===== config.mk =====
export PLATFORM = sky130hd
export DESIGN_NAME = counter_ctrl_seq
export DESIGN_NICKNAME = d
export VERILOG_FILES = /design/src/rtl/counter_ctrl_seq.sv
export SDC_FILE = /design/constraint.sdc
export NUM_CORES = 1
export LEC_CHECK = 0
export CAP_MARGIN = 20
export CORE_ASPECT_RATIO = 0.6
export CORE_MARGIN = 3
export CORE_UTILIZATION = 34
export DETAILED_ROUTE_END_ITERATION = 7
export PLACE_DENSITY_LB_ADDON = 0.08
export SYNTH_ARGS = -nofsm -noshare
export SYNTH_HDL_FRONTEND = slang
export SYNTH_SLANG_ARGS = --single-unit
export TNS_END_PERCENT = 50

===== constraint.sdc =====
create_clock -name clk -period 4 [get_ports clk]
set_clock_uncertainty 0.15 [all_clocks]
set_input_delay 0.4 -clock clk [delete_from_list [all_inputs] [get_ports clk]]
set_output_delay 0.4 -clock clk [all_outputs]
set_load 0.03 [all_outputs]

===== src/rtl/counter_ctrl_seq.sv =====
// counter_ctrl_seq: bus-side control for a three-counter timer.
// Decodes control words, assembles load values, latches counts and serves byte reads.
module counter_ctrl_seq (
    input  logic        clk,
    input  logic        reset,
    input  logic        cs_n,
    input  logic        rd_n,
    input  logic        wr_n,
    input  logic        a1,
    input  logic        a0,
    input  logic [7:0]  din,
    input  logic [15:0] count0,
    input  logic [15:0] count1,
    input  logic [15:0] count2,
    output logic [7:0]  dout,
    output logic        dout_en,
    output logic [15:0] load_val,
    output logic [2:0]  load_stb,
    output logic [2:0]  mode0,
    output logic [2:0]  mode1,
    output logic [2:0]  mode2,
    output logic [2:0]  bcd
);
    logic        r_rd_q, r_wr_q;
    logic [1:0]  r_rw [3];
    logic [2:0]  r_mode [3];
    logic [7:0]  r_lsb [3];
    logic [15:0] r_latch [3];
    logic [2:0]  r_bcd, r_wp, r_rp, r_latched;
    logic [7:0]  r_dout;
    logic        r_dout_en;
    logic [15:0] r_load_val;
    logic [2:0]  r_load_stb;
    logic [1:0]  w_addr;
    logic        w_wr, w_rd, w_ctl;
    logic [2:0]  w_mode_in;
    logic [15:0] w_count [3];
    logic [15:0] w_src [3];

    assign w_addr    = {a1, a0};
    assign w_wr      = r_wr_q && !wr_n && !cs_n;
    assign w_rd      = r_rd_q && !rd_n && !cs_n && !w_wr;
    assign w_ctl     = w_wr && w_addr == 2'b11;
    // modes 6 and 7 alias to 2 and 3
    assign w_mode_in = (din[3:2] == 2'b11) ? {1'b0, din[2:1]} : din[3:1];
    assign w_count   = '{count0, count1, count2};

    for (genvar g = 0; g < 3; g++) begin : g_src
        assign w_src[g] = r_latched[g] ? r_latch[g] : w_count[g];
    end

    always_ff @(posedge clk or posedge reset) begin
        if (reset) begin
            r_rd_q     <= 1'b1;
            r_wr_q     <= 1'b1;
            r_bcd      <= '0;
            r_wp       <= '0;
            r_rp       <= '0;
            r_latched  <= '0;
            r_dout     <= '0;
            r_dout_en  <= 1'b0;
            r_load_val <= '0;
            r_load_stb <= '0;
            for (int i = 0; i < 3; i++) begin
                r_rw[i]    <= '0;
                r_mode[i]  <= '0;
                r_lsb[i]   <= '0;
                r_latch[i] <= '0;
            end
        end else begin
            r_rd_q     <= rd_n;
            r_wr_q     <= wr_n;
            r_load_stb <= '0;
            if (rd_n || cs_n)
                r_dout_en <= 1'b0;
            for (int i = 0; i < 3; i++) begin
                if (w_ctl && din[7:6] == 2'(i)) begin
                    if (din[5:4] == 2'b00) begin
                        if (!r_latched[i]) begin
                            r_latch[i]   <= w_count[i];
                            r_latched[i] <= 1'b1;
                        end
                    end else begin
                        r_rw[i]      <= din[5:4];
                        r_mode[i]    <= w_mode_in;
                        r_bcd[i]     <= din[0];
                        r_wp[i]      <= 1'b0;
                        r_rp[i]      <= 1'b0;
                        r_latched[i] <= 1'b0;
                    end
                end else if (w_wr && w_addr == 2'(i) && r_rw[i] != 2'b00) begin
                    if (r_rw[i] == 2'b11 && !r_wp[i]) begin
                        r_lsb[i] <= din;
                        r_wp[i]  <= 1'b1;
                    end else begin
                        r_load_val    <= (r_rw[i] == 2'b01) ? {8'h00, din} :
                                         (r_rw[i] == 2'b10) ? {din, 8'h00} : {din, r_lsb[i]};
                        r_load_stb[i] <= 1'b1;
                        r_wp[i]       <= 1'b0;
                    end
                end else if (w_rd && w_addr == 2'(i) && r_rw[i] != 2'b00) begin
                    r_dout    <= (r_rw[i] == 2'b10 || (r_rw[i] == 2'b11 && r_rp[i])) ?
                                 w_src[i][15:8] : w_src[i][7:0];
                    r_dout_en <= 1'b1;
                    r_rp[i]   <= r_rw[i] == 2'b11 && !r_rp[i];
                    if (r_rw[i] != 2'b11 || r_rp[i])
                        r_latched[i] <= 1'b0;
                end
            end
        end
    end

    assign dout     = r_dout;
    assign dout_en  = r_dout_en;
    assign load_val = r_load_val;
    assign load_stb = r_load_stb;
    assign mode0    = r_mode[0];
    assign mode1    = r_mode[1];
    assign mode2    = r_mode[2];
    assign bcd      = r_bcd;
endmodule


Word level (Yosys, flattened, before mapping)
Cells that the tools add are included.

Output and inout bits: 40. Bits in registers: 129. Input port bits: 63. Logic and storage cells: 220.

Reductions and logical operators: 80. Equal/unequal tests: 24. Bitwise operators: 4. Multiplexer cells: 82.

Operators by type and width (number): 16-bit two-way mux (15); 8-bit two-way mux (15); 1-bit two-way mux (51); 1-bit logical AND (30); 3-bit AND reduction (9); 2-bit nonzero test (12); 2-bit equality test, second input constant (10); 2-bit inequality test, second input constant (9); 2-bit AND reduction (9); 2-bit by 1-bit equality test with 1-bit output, second input constant (5); 1-bit zero test (10); 1-bit logical OR (7); 2-bit zero test (3); 1-bit NOT (4); 3-bit two-way mux (1).

Logic depth before layout (Yosys ltp)
Gate-level depths: netlist of the first run.

Depth in word-level cells: 16. Depth in mapped cells: 8. Mapped depth without buffers: 6.

Worst setup path before layout of the first run
Ideal clock, no wire load.

Kind: reg-to-reg. From: register r_wr_q. To: register r_latch[32] in the netlist's numbering. Cell stages (with the launch flop): 7. Data required time: 3.725 ns. Setup time: 0.125 ns. Arrival time: 2.293 ns. Period minus slack after synthesis: 2.568 ns. Path buffers: 2. Slack: 1.432 ns. Path through: dfstp_2 or3b_1 buf_2 nor4_4 nor3b_4 buf_4 mux2_2.

Word-level cells in the longest chain between the ends: 5.

RTL lines: from (decl) (RTL line 24) `logic r_rd_q, r_wr_q;`; from (signal assigned) (RTL line 72) `r_wr_q <= wr_n;`; 1-bit logical AND (2 in series) (RTL line 41) `assign w_wr = r_wr_q && !wr_n && !cs_n;`; 1-bit logical AND (RTL line 43) `assign w_ctl = w_wr && w_addr == 2'b11;`; 1-bit logical AND (RTL line 77) `if (w_ctl && din[7:6] == 2'(i)) begin`; 2-bit AND reduction (no source line); to (signal, indexed assignment) (RTL line 80) `r_latch[i] <= w_count[i];`; to (decl) (RTL line 28) `logic [15:0] r_latch [3];`.

No other way between the ends. A chain may end at the register's enable or synchronous reset.

Worst setup path after layout of the first run
From: register r_wr_q. To: register r_latch[19] in the netlist's numbering.

Same word-level chain as after synthesis.

==> results of run 1 <==
==> layout make-up <==
type                    instances  area, um2  area share
flip-flops and latches        129       3231      0.3817
inverters                       8      32.53    0.003844
multi-input cells             366       3114      0.3680
well taps                     240      300.3     0.03548
clock inverters                15      198.9     0.02351
repair buffers                119       1161      0.1372
clock buffers                  17      425.4     0.05027
==> power groups by stage <==
stage / clock network (mW) / logic [mW] / registers [mW]
after floorplan: 0 / 0.344 / 1.64
after CTS: 1.68 / 0.780 / 1.52
after global routing: 1.73 / 0.828 / 1.54
after global placement: 0 / 0.769 / 1.54
final: 1.64 / 0.773 / 1.52
after detailed placement: 0 / 0.774 / 1.55
==> stage by stage <==
| step | util | cell area [um2] |
|---|---|---|
| floorplan | - | 6545 |
| global placement | 0.4249 | 7839 |
| detailed placement | 0.4249 | 7839 |
| CTS | 0.4588 | 8463 |
| global route | 0.4588 | 8463 |
| finish | 0.4588 | 8463 |
==> flip-flops by register name (all words and copies together) (netlist names) <==
| name | cells |
|---|---|
| r_wr_q | 1 |
| r_rd_q | 1 |
| mode1 | 3 |
| r_latch | 48 |
| mode2 | 3 |
| dout | 8 |
| r_wp | 3 |
| r_rp | 3 |
| dout_en | 1 |
| load_val | 16 |
| r_rw | 6 |
| load_stb | 3 |
| bcd | 3 |
| r_latched | 3 |
| r_lsb | 24 |
| mode0 | 3 |
==> Yosys cell counts, types with 2 or more instances <==
| master | instances |
|---|---|
| nor3_2 | 2 |
| a21oi_1 | 14 |
| mux2i_1 | 34 |
| o211ai_1 | 3 |
| and2_1 | 4 |
| o21ai_0 | 37 |
| nor2b_1 | 4 |
| o22ai_1 | 10 |
| a311oi_1 | 4 |
| buf_1 | 6 |
| and3b_1 | 2 |
| inv_1 | 7 |
| a31oi_1 | 2 |
| buf_2 | 4 |
| or2_2 | 6 |
| nand3_1 | 5 |
| nand2b_1 | 8 |
| o31ai_1 | 2 |
| or3_1 | 4 |
| a22o_1 | 8 |
| mux2_4 | 10 |
| a21o_1 | 2 |
| clkbuf_1 | 25 |
| o32ai_1 | 2 |
| nor2_1 | 22 |
| dfstp_2 | 2 |
| o21ai_1 | 3 |
| mux4_2 | 22 |
| nand2_1 | 54 |
| mux2_2 | 76 |
| dfrtp_1 | 127 |
| nor4_2 | 2 |
| o221ai_1 | 7 |
==> final timing paths <==
check | to | slack [ns] | from | depth (start not counted)
max in group asynchronous | r_latch[24] | 2.52 | reset | 3
max | r_latch[19] | 1.10 | r_wr_q | 4
min | r_rd_q | 0.30 | rd_n | 1
max reg2reg | r_latch[19] | 1.10 | r_wr_q | 4
min in group asynchronous | load_val[9] | 0.36 | reset | 2
min reg2reg | dout_en | 0.34 | dout_en | 1
==> placed cells by master (no fill, tap or decap), types with 5 or more instances in the layout <==
cell,count
a21oi_1,14
a22o_1,8
buf_4,16
clkbuf_16,17
clkdlybuf4s50_1,102
clkinv_4,5
dfrtp_1,127
inv_1,6
mux2_2,76
mux2_4,10
mux2i_1,34
mux4_2,22
nand2_1,54
nand2b_1,8
nand3_1,5
nor2_1,22
o21ai_0,37
o221ai_1,7
o22ai_1,10
or2_2,6
==> layer usage <==
layer / GRT usage / wire length, um / up-vias
li1: - / - / 2196
met1: 0.2905 / 9766 / 2366
met2: 0.2243 / 6812 / 138
met3: 0.04844 / 1234 / 7
met4: 0.03746 / 80 / 0
met5: 0 / 0 / -
==> cells by family after synthesis <==
group | count (synthesis) | synth area share
multiplexers | 142 | 0.2814
flip-flops | 129 | 0.4936
AND/OR/NAND/NOR | 124 | 0.09788
AO/OA/AOI/OAI | 100 | 0.09654
buffers and inverters | 46 | 0.03059
==> results.json, run 1 <==
{
  "cts_sinks": 129,
  "synth_seq_area_share": 0.4936,
  "cts_tree": "done",
  "cts-resized-gates": 0,
  "cp.required_ns": 4.14,
  "clockBufferDepth": 2,
  "dr.pass1.iters": 5,
  "pwr-share-seq": 0.386,
  "syn2layout_area_growth_pct": 29.31,
  "outcome": "finished clean",
  "worst_hold_slack_ns": 0.3002,
  "worstSetupPathType": "reg -> reg",
  "arrival_ns": 3.03,
  "cpPeakStageDelay_ns": 0.70,
  "port_buffers": 102,
  "die-area_um2": 21010,
  "path_delay_family": "simple AND/OR/NAND/NOR gates",
  "rows": 38,
  "maxSlewHeadroom": 0.4172,
  "htree_levels": 4,
  "place_ws_ns": 0.7349,
  "drive_above_1_share": 0.2661,
  "hold_buffers": 0,
  "period_minus_slack_ns": 2.895,
  "critical_path_buf_inv_count": 0,
  "hold_violations": 0,
  "synthCells": 541,
  "cp-end-kind": "register",
  "cts_setup_buffers": 0,
  "grt_pass1_wl_um": 28210,
  "max_cap_violations": 0,
  "ant_nets": 0,
  "hold_path_class": "in -> reg",
  "worstPathCellList": "or3b_1, or4_4, or3_1, mux2_4",
  "wl_um": 17890,
  "clock_latency_ns": 0.41,
  "hpwl_um": 13130,
  "worst_slew_pin_slew_ns": 0.8742,
  "synthFlopType": "dfrtp_1",
  "setup_viol": 0,
  "crit_fanout": 16,
  "synth.ff_latch_count": 129,
  "grt_max_degree": 64,
  "drc_errors": 0,
  "cts_buffers": 17,
  "grt_use_total": 0.1762,
  "routedWlPerCell_um": 20.02,
  "ys_top_cells_by_area": "dfrtp_1, mux2_2, mux4_2",
  "die_w_um": 185.1,
  "instances_no_fill": 894,
  "root_buffer": "clkbuf_16",
  "synth.top_cell.area_share": 0.4856,
  "p_int_mw": 2.793,
  "core_um2": 18450,
  "vias": 4707,
  "pwr-share-comb": 0.196,
  "fin_ws_ns": 1.105,
  "p_sw_mw": 1.146,
  "powerDensity_nw_per_um2": 465.4,
  "layout.nets": 704,
  "avgViaCountPerCell": 5.265,
  "rsz0062_at_grt": "false",
  "start_util": 0.3548,
  "synth_edf_count": 0,
  "p_leak_nw": 3.721,
  "switching_share": 0.2909,
  "pin_count": 103,
  "tns_ns": 0,
  "grt_pass1_vias": 4795,
  "power.share.clock": 0.417,
  "p_total_mw": 3.939,
  "cp-start-kind": "register",
  "synth_fp_nets": 604,
  "max_freq_ghz": 0.3454,
  "post-route-period-util": 0.7238,
  "syn_avg_cell_area_um2": 12.10,
  "synth_area_um2": 6545,
  "gr-total-overflow": 0,
  "synth_cell_type_count": 54,
  "irDropWorstVdd_uv": 250.4,
  "diodes": 0,
  "synth_warnings": 0,
  "slew_violations": 0,
  "ys_async_sr_fraction": 1.000,
  "path_clk_slew_ns": 0.06,
  "dp_cells": 862,
  "yosys.area.top_type": "dfrtp_1",
  "first_iter_violations": 340,
  "die_y_um": 113.5,
  "num-fill-cells": 1709,
  "routabilityCongestion": 0.8156,
  "antenna_found_initial": 0,
  "slowest_stage": "or3_1"
}
Note: power is estimated with default switching activity, not from simulation.
==> run 2, diff against run 1 <==
- clock period: 4 -> 2.45 ns (I/O delays scaled with it)
==> results.json, run 2 (synthesized netlist as in run 1, its figures left out) <==
{
  "setup_viol": 16,
  "outcome": "complete, but fails checks",
  "cts_buffers": 17,
  "mostFrequentLayoutCells": "dfrtp_1, clkdlybuf4s50_1, mux2_2",
  "crit_fanout": 16,
  "cpPeakStageDelay_ns": 0.54,
  "dr.pass1.iters": 4,
  "fin_ws_ns": -0.05847,
  "max_cap_violations": 0,
  "grt_pass1_wl_um": 29620,
  "first_iter_violations": 374,
  "largest_reg_flops": 48,
  "grt_max_degree": 68,
  "num-fill-cells": 1661,
  "start_util": 0.3548,
  "r2r-end": "r_latch[24]",
  "drive_above_1_share": 0.3210,
  "tns_ns": -0.6491,
  "reg2reg_from": "r_wr_q",
  "die_y_um": 113.5,
  "gr-total-overflow": 0,
  "die_w_um": 185.1,
  "powerDensity_nw_per_um2": 717.7,
  "top_register": "r_latch",
  "slew_violations": 0,
  "post-route-period-util": 1.024,
  "hold_violations": 0,
  "routabilityCongestion": 0.8284,
  "cp.required_ns": 2.59,
  "grt_pass1_vias": 5038,
  "cts_tree": "done",
  "path_clk_slew_ns": 0.06,
  "r2r_cells": 5,
  "layout.nets": 751,
  "violations": "setup timing",
  "ff_latch_area_um2": 3231,
  "antenna_found_initial": 0,
  "cp-startpoint": "r_wr_q",
  "arrival_ns": 2.65,
  "diodes": 0,
  "cp-end-kind": "register",
  "port_buffers": 102,
  "maxSlewHeadroom": 0.5980,
  "grt_use_total": 0.1857,
  "drc_errors": 0,
  "max_freq_ghz": 0.3987,
  "pin_count": 103,
  "htree_levels": 4,
  "rsz0062_at_grt": "true",
  "core_um2": 18450,
  "worst_slew_pin_slew_ns": 0.5878,
  "slowest_stage": "dfstp_2",
  "hold_path_class": "in -> async",
  "die-area_um2": 21010,
  "dp_cells": 908,
  "clockBufferDepth": 2,
  "instances_no_fill": 941,
  "irDropWorstVdd_uv": 359.9,
  "multi_input_area_um2": 3131,
  "worstPathCellList": "or3b_4, or4_4, or3_4, buf_12, mux2_4",
  "root_buffer": "clkbuf_16",
  "cp-start-kind": "register",
  "final_common_cell": "dfrtp_1",
  "vias": 4826,
  "cts_sinks": 129,
  "p_leak_nw": 3.959,
  "clock_latency_ns": 0.42,
  "hpwl_um": 13950,
  "r2r_slack_ns": -0.06,
  "rows": 38,
  "place_ws_ns": -0.3811,
  "worstSetupPathType": "reg -> reg",
  "ant_nets": 0,
  "avgViaCountPerCell": 5.129,
  "period_minus_slack_ns": 2.508,
  "routedWlPerCell_um": 19.88,
  "hold_buffers": 0,
  "syn2layout_area_growth_pct": 35.46,
  "wl_um": 18710
}
## run 2: cell type report
class / instances / area share
clock inverter: 15 / 0.01764
clock buffer: 17 / 0.04798
multi-input combinational: 366 / 0.3531
inverter: 8 / 0.003810
tap: 240 / 0.03387
sequential: 129 / 0.3644
timing repair buffer: 166 / 0.1792
## run 2: worst max-delay path by stage
stage | to | slack, ns | depth (start not counted)
6_report | r_latch[24] | -0.06 | 5
5_1_grt | r_latch[24] | -0.09 | 5
4_1_cts | r_latch[24] | -0.06 | 5
3_5_place_dp | r_latch[22] | -0.38 | 6
3_3_place_gp | r_latch[22] | -0.34 | 6
2_1_floorplan | r_latch[32] | -0.12 | 6
## run 2: what timing repair did
action,CTS,global route
endpoints found under the setup margin,39,41
endpoints found under the hold margin,0,0
pin swaps,1,0
setup buffers,1,0
gates resized for setup,2,2
## run 2: metrics by stage
| stage | instance area (um2) | utilization | power, mW | hold WS (ns) |
|---|---|---|---|---|
| floorplan | 6549 | - | 3.236 | 0.09948 |
| global placement | 8260 | 0.4478 | 3.850 | 0.3280 |
| detailed placement | 8260 | 0.4478 | 3.875 | 0.3373 |
| CTS | 8857 | 0.4801 | 6.452 | 0.1266 |
| global route | 8866 | 0.4806 | 6.659 | 0.1306 |
| finish | 8866 | 0.4806 | 6.363 | 0.1569 |
## run 2: worst max-delay path, delay by kind of cell, from the launching register on
| kind | cells | cell delay (ns) |
|---|---|---|
| and+or+nand+nor | 3 | 1.23 |
| buffers and inverters | 1 | 0.17 |
| DFF | 1 | 0.54 |
| muxes | 1 | 0.30 |
## run 2: power breakdown
part,internal (mW),switching [mW]
sequential,2.32,0.136
combinational,0.670,0.708
clock,1.51,1.02
total,4.50,1.87
## run 2: per-layer routing
metal | track usage | share of wire | vias to the layer above
li1 | - | - | 2284
met3 | 0.04079 | 0.055 | 11
met1 | 0.3079 | 0.55 | 2416
met2 | 0.2406 | 0.39 | 115
met5 | 0 | 0 | -
met4 | 0.04196 | 0.0075 | 0
